[config.mk]
export PLATFORM = sky130hd
export DESIGN_NAME = countdown_timer
export DESIGN_NICKNAME = d
export VERILOG_FILES = /design/src/rtl/timer_pkg.sv /design/src/rtl/tick_prescaler.sv /design/src/rtl/countdown_timer.sv
export SDC_FILE = /design/constraint.sdc
export NUM_CORES = 1
export LEC_CHECK = 0
export ABC_AREA = 1
export CORE_MARGIN = 1.5
export CORE_UTILIZATION = 50
export CTS_BUF_LIST = sky130_fd_sc_hd__clkbuf_4
export CTS_CLUSTER_DIAMETER = 80
export DETAILED_ROUTE_END_ITERATION = 10
export PLACE_DENSITY = 0.81
export SETUP_SLACK_MARGIN = 0.15
export SLEW_MARGIN = 10
export SYNTH_ARGS = -nofsm -noshare
export SYNTH_HDL_FRONTEND = slang
export SYNTH_SLANG_ARGS = --single-unit
export TNS_END_PERCENT = 1
[constraint.sdc]
create_clock -name clk -period 1.6 [get_ports clk]
set_input_delay 0.32 -clock clk [delete_from_list [all_inputs] [get_ports clk]]
set_output_delay 0.32 -clock clk [all_outputs]
set_load 0.01 [all_outputs]
[src/rtl/timer_pkg.sv]
// Shared timekeeping definitions used by the countdown timer and the elapsed-time counter.
package timer_pkg;

    typedef enum logic [1:0] {
        ST_IDLE    = 2'd0,
        ST_RUN     = 2'd1,
        ST_PAUSED  = 2'd2,
        ST_EXPIRED = 2'd3
    } timer_state_e;

    localparam int unsigned TIME_MAX_VAL = 59;

    typedef logic [5:0] time_field_t;

endpackage

[src/rtl/tick_prescaler.sv]
// Divides clk into a one-cycle tick every TICK_DIV enabled cycles; clr restarts the count.
module tick_prescaler #(
    parameter int unsigned TICK_DIV = 4
) (
    input  logic clk,
    input  logic rst_n,
    input  logic en,
    input  logic clr,
    output logic tick
);

    localparam int unsigned CW = (TICK_DIV > 1) ? $clog2(TICK_DIV) : 1;
    localparam logic [CW-1:0] LAST = CW'(TICK_DIV - 1);

    logic [CW-1:0] cnt_q, cnt_d;

    always_comb begin
        cnt_d = cnt_q;
        tick  = en && (cnt_q == LAST);
        if (clr) begin
            cnt_d = '0;
        end else if (en) begin
            cnt_d = tick ? '0 : cnt_q + 1'b1;
        end
    end

    always_ff @(posedge clk or negedge rst_n) begin
        if (!rst_n) begin
            cnt_q <= '0;
        end else begin
            cnt_q <= cnt_d;
        end
    end

endmodule

[src/rtl/countdown_timer.sv]
// MM:SS countdown timer with load/start/pause commands and a one-cycle done pulse at 00:00.
//   state      | meaning
//   ST_IDLE    | value loaded, not counting
//   ST_RUN     | decrementing once per tick
//   ST_PAUSED  | counts and prescaler frozen
//   ST_EXPIRED | reached 00:00, waits for load
module countdown_timer
    import timer_pkg::*;
#(
    parameter int unsigned TICK_DIV = 4,
    parameter int unsigned MAX_VAL  = TIME_MAX_VAL
) (
    input  logic       clk,
    input  logic       rst_n,
    input  logic       load,
    input  logic [5:0] load_min,
    input  logic [5:0] load_sec,
    input  logic       start,
    input  logic       pause,
    output logic [5:0] minute,
    output logic [5:0] second,
    output logic       running,
    output logic       done,
    output logic       load_err
);

    localparam time_field_t MAX_F = time_field_t'(MAX_VAL);

    timer_state_e state_q, state_d;
    time_field_t  min_q, min_d, sec_q, sec_d;
    logic         running_q, running_d;
    logic         done_q, done_d;
    logic         load_err_q, load_err_d;
    logic         load_ok, pause_cmd, presc_en, presc_clr, tick;

    assign load_ok   = load && (load_min <= MAX_F) && (load_sec <= MAX_F);
    assign pause_cmd = pause && !load;
    // A pause arriving on the tick cycle must swallow that tick.
    assign presc_en  = (state_q == ST_RUN) && !pause_cmd && !load_ok;

    tick_prescaler #(.TICK_DIV(TICK_DIV)) u_prescaler (
        .clk   (clk),
        .rst_n (rst_n),
        .en    (presc_en),
        .clr   (presc_clr),
        .tick  (tick)
    );

    always_comb begin
        state_d    = state_q;
        min_d      = min_q;
        sec_d      = sec_q;
        done_d     = 1'b0;
        load_err_d = 1'b0;
        presc_clr  = 1'b0;

        if (load) begin
            if (load_ok) begin
                min_d     = load_min;
                sec_d     = load_sec;
                state_d   = ST_IDLE;
                presc_clr = 1'b1;
            end else begin
                load_err_d = 1'b1;
            end
        end else if (pause) begin
            if (state_q == ST_RUN) begin
                state_d = ST_PAUSED;
            end
        end else if (start) begin
            if (state_q == ST_IDLE && (min_q != '0 || sec_q != '0)) begin
                state_d   = ST_RUN;
                presc_clr = 1'b1;
            end else if (state_q == ST_PAUSED) begin
                state_d = ST_RUN;
            end
        end

        if (tick) begin
            if (sec_q != '0) begin
                sec_d = sec_q - 1'b1;
            end else if (min_q != '0) begin
                min_d = min_q - 1'b1;
                sec_d = MAX_F;
            end
            if (min_q == '0 && sec_q == 6'd1) begin
                state_d = ST_EXPIRED;
                done_d  = 1'b1;
            end
        end

        running_d = (state_d == ST_RUN);
    end

    always_ff @(posedge clk or negedge rst_n) begin
        if (!rst_n) begin
            state_q    <= ST_IDLE;
            min_q      <= '0;
            sec_q      <= '0;
            running_q  <= 1'b0;
            done_q     <= 1'b0;
            load_err_q <= 1'b0;
        end else begin
            state_q    <= state_d;
            min_q      <= min_d;
            sec_q      <= sec_d;
            running_q  <= running_d;
            done_q     <= done_d;
            load_err_q <= load_err_d;
        end
    end

    assign minute   = min_q;
    assign second   = sec_q;
    assign running  = running_q;
    assign done     = done_q;
    assign load_err = load_err_q;

endmodule

; After elaboration in Yosys (flattened, before gate mapping)
; Cells that the tools add are included.
[op_classes]
addsub = 3
magnitude_cmp = 2
eq_ne = 5
n_mux = 31
reduce_logical = 17
[op_table]
columns = op, n
row1 = $mux 6, 10
row2 = $mux 2, 12
row3 = $le 6x6->1 const B, 2
row4 = $reduce_bool 6->1, 2
row5 = $sub 6x1->6 const B, 2
row6 = $mux 1, 9
row7 = $logic_and 1x1->1, 8
row8 = $eq 6x1->1 const B, 1
row9 = $logic_not 6->1, 1
row10 = $eq 2x1->1 const B, 2
row11 = $eq 2x2->1 const B, 2
row12 = $logic_not 1->1, 3
row13 = $add 2x1->2 const B, 1
row14 = $logic_not 2->1, 1
row15 = $reduce_bool 2->1, 1
row16 = $logic_or 1x1->1, 1
[totals]
register_bits = 19
in_bits = 17
out_inout_bits = 15
word_cells = 65

; Logic depth before layout (Yosys ltp)
[depth]
word_depth = 10
depth_mapped = 10
ltp_nobuf = 9

; Cells and area by module
; Synthesis repeated with hierarchy kept, for this count alone.
[unflattened]
cells_unflattened = 176
hier_area_um2 = 1333.8
[by_module_without_submodules]
columns = mod, n_inst, cells_per_inst, area_each_um2, seq_area_each_um2
row1 = countdown_timer, 1, 160, 1216.2, 425.4
row2 = tick_prescaler, 1, 16, 117.6, 50.0

; Least setup slack after synthesis
; OpenSTA, ideal clock, no wires.
[synth_timing]
path_kind = reg-to-reg
startpoint = reg sec_q[0], in the netlist second[0]
endpoint = reg sec_q[0], in the netlist second[0]
setup_time_ns = 0.113
arrival_ns = 1.273
required_time_ns = 1.487
path_slack_ns = 0.214
path_stages_with_launch = 10
path_buffers = 0
cell_sequence = dfrtp_1 -> inv_1 -> ha_1 -> nand2_2 -> nor2_4 -> nand3b_1 -> inv_2 -> nand2_1 -> nand2_1 -> inv_1
[synth_via]
elab_chain_cells = 5
word_cells_on_any_way = 7
[synth_lines]
columns = item, line
row1 = from (decl), countdown_timer.sv:30  ; time_field_t min_q, min_d, sec_q, sec_d;
row2 = from (signal assigned), countdown_timer.sv:99  ; sec_q <= '0;
row3 = from (signal assigned), countdown_timer.sv:106  ; sec_q <= sec_d;
row4 = branches (longest 4 deep; another with $sub 6x1->6), n/a
row5 = $mux 6 (*), countdown_timer.sv:79  ; if (tick) begin
row6 = named net sec_d[0], countdown_timer.sv:30
; Mark *: on every way through the listed nets, which the timed path passes.
; A chain may end at the register's enable or synchronous reset.

; Worst setup path after layout
[layout_timing]
startpoint = reg sec_q[0], in the netlist second[0]
endpoint = out second[0]
[layout_lines]
columns = item, line
row1 = to (decl), countdown_timer.sv:21  ; output logic [5:0] second,
; No word-level cell between the ends.

==> metrics <==
gr usage total=0.255; WP data required=between 1 and 1.5 ns; clk root buf=clkbuf_4; antenna-violating nets left=0; Ys Warns=0; Post-Syn Area=roughly 0.0013 mm²; Filler Cells Inserted=~160; # rows=18; Fin. Hold Viols=0; Max Fclk=668 MHz; CP startpoint=second[0]$_DFF_PN0_; top-area cell type share of the netlist area=0.360; setup violators final=0; Iter 0 DRT Violations=47; Layout Nets=270; Starting Density=0.529; CTS tree=yes; hold buffer count at CTS=0; first-pass GRT wire length=approximately 5400 µm; DP HPWL=2460 µm; Sw Ratio=0.365; Fin Hold WS=~0.32 ns; Design Area, Final=0.00198 mm²; Syn Inst Count=187; Flop pwr share=0.432; Setup Crit Path Kind=reg -> out; commonest non-fill, non-tap cell in the layout=nand2_1; cell taking the most area after synthesis=dfrtp_1; status=finished, final reports clean; Hold Path Class=in -> async; syn_area_per_cell=7.07 µm²; routability cong.=0.925; # diodes=0; number of flops mapped to enable cells by yosys=0; Primary FF master, synth=dfrtp_1; Critical Path, Cell by Cell=buf_4 -> dlygate4sd2_1; max_cap viols=0; Clk network pwr share=0.201; Leak=1.11 nW; crit-path max cell delay=0.43 ns; P_int=0.860 mW; post-route minimum period=1.50 ns; core area=0.00250 mm²; Worst path slowest cell=dfrtp_1; Comb pwr share=0.366; P per Cell Area=683 mW/mm²; DR vias=1467; Detailed Routing Iterations Pass 1=4; RSZ-0062 raised after global routing=yes; Die ar.=0.00296 mm²; initial antenna violation count=0; RR Startpoint=second[0]$_DFF_PN0_; routed length per instance=13.9 µm; post-layout util=0.794; share of cells above drive strength 1=0.259; H-tree depth=1; nature of the critical path startpoint=flip-flop; chip width=between 50 and 60 µm; Place WS=-0.208 ns; I/O pins=32; clk_lat worst skew=0.32 ns; die height=between 50 and 60 µm; register area share after synthesis=0.360; Synth-to-Final Area Change=50.0%; clk slew on worst S/H paths=0.12 ns; final setup margin=0.103 ns; nature of the critical path endpoint=primary output; largest net degree at the start of global routing=20; Power, Total=1.36 mW; commonest cells after routing, fill and taps aside=nand2_1, buf_4, inv_1; final slew viol count=0; Worst Max-Slew Pin Slew=0.284 ns; crit path DAT=~1.2 ns; DRC=0; clock skew=0.00104 ns; share of synthesized registers carrying an async set or reset=1.00; Net Count, Synth=209; Slew headroom=0.811; Area contributors post-synth=dfrtp_1, nand2_1, inv_1, nor2_1, ha_1; final WL=roughly 3900 µm; dpl cell area=0.00178 mm²; Seq cells post-synth=19; worst-path fanout max=3; sw power=0.495 mW; CTS sink count=19; GRT overflow=0; Yosys cell types=26; IO Port Bufs=31; Top delay family on crit path=buffers and inverters; vias per cell=5.30; period utilization=0.936; Max Buffers Root-to-Sink=2; worst ir drop on vdd=0.559 mV; vias in the first global route=1308; CTS buffer count=3; Critical path buffers and inverters=2
## layout make-up
cell class | count | area [µm²] | share of cell area
Multi-Input combinational cell | 138 | 815 | 0.410
Clock inverter | 1 | 5.00 | 0.00252
Timing Repair Buffer | 57 | 509 | 0.257
Clock buffer | 3 | 22.5 | 0.0113
Tap cell | 30 | 37.5 | 0.0189
Timing Repair inverter | 1 | 7.51 | 0.00378
Sequential cell | 19 | 479 | 0.241
Inverter | 28 | 109 | 0.0549
## final timing paths
path                       slack [ns]  cells after the start                          endpoint
hold reg to reg                  0.58                      2  u_prescaler.cnt_q[0]$_DFFE_PN0P_
min in group clk                 0.35                      5               second[3]$_DFF_PN0_
hold / removal                   0.32                      2               minute[1]$_DFF_PN0_
setup reg to reg                 0.13                      9              state_q[0]$_DFF_PN0_
max in group asynchronous        1.05                      2               second[4]$_DFF_PN0_
setup / recovery                 0.10                      2                         second[0]
## metrics by stage
step | setup TNS (ns) | instances
2_1_floorplan | 0 | 187
3_3_place_gp | -2.30 | 263
3_5_place_dp | -2.94 | 263
4_1_cts | 0 | 267
5_1_grt | -0.00933 | 277
6_report | 0 | 277
## cells in the mapped netlist, types with 3 or more instances
cell,n
nand2_1,63
inv_1,26
nor2_1,20
dfrtp_1,19
nand3_1,12
ha_1,5
nand4_1,5
xnor2_1,5
nor2_2,3
o21ai_0,3
xor2_1,3
## logic make-up after synthesis
family | synth area share
simple gates | 0.402
buf+inv | 0.100
flops | 0.360
compound gates | 0.0378
xor+xnor | 0.0530
fa+ha+maj | 0.0473
## what timing repair did
action | CTS | global route
gates resized for setup | 19 | 31
pin swaps | 1 | 17
endpoints found under the setup margin | 27 | 18
setup buffers | 0 | 8
cloned | 0 | 2
## layer usage
layer	up-vias	GRT usage	part of all wire
met2	67	0.472	0.51
met5	-	0	0
met3	12	0.0355	0.064
met1	690	0.281	0.39
met4	0	0.125	0.033
li1	698	-	-
## power groups by stage
stage | sequential [mW] | combinational (mW) | clock (mW)
3_3_place_gp | 0.590 | 0.428 | 0
5_1_grt | 0.592 | 0.550 | 0.299
2_1_floorplan | 0.603 | 0.219 | 0
6_report | 0.586 | 0.496 | 0.273
3_5_place_dp | 0.593 | 0.443 | 0
4_1_cts | 0.585 | 0.419 | 0.260
## sequential cells by signal, indices dropped and copies added, names as in the netlist
signal,cells
load_err,1
state_q,2
running,1
second,6
done,1
minute,6
u_prescaler.cnt_q,2
Note: power is estimated with default switching activity, not from simulation.
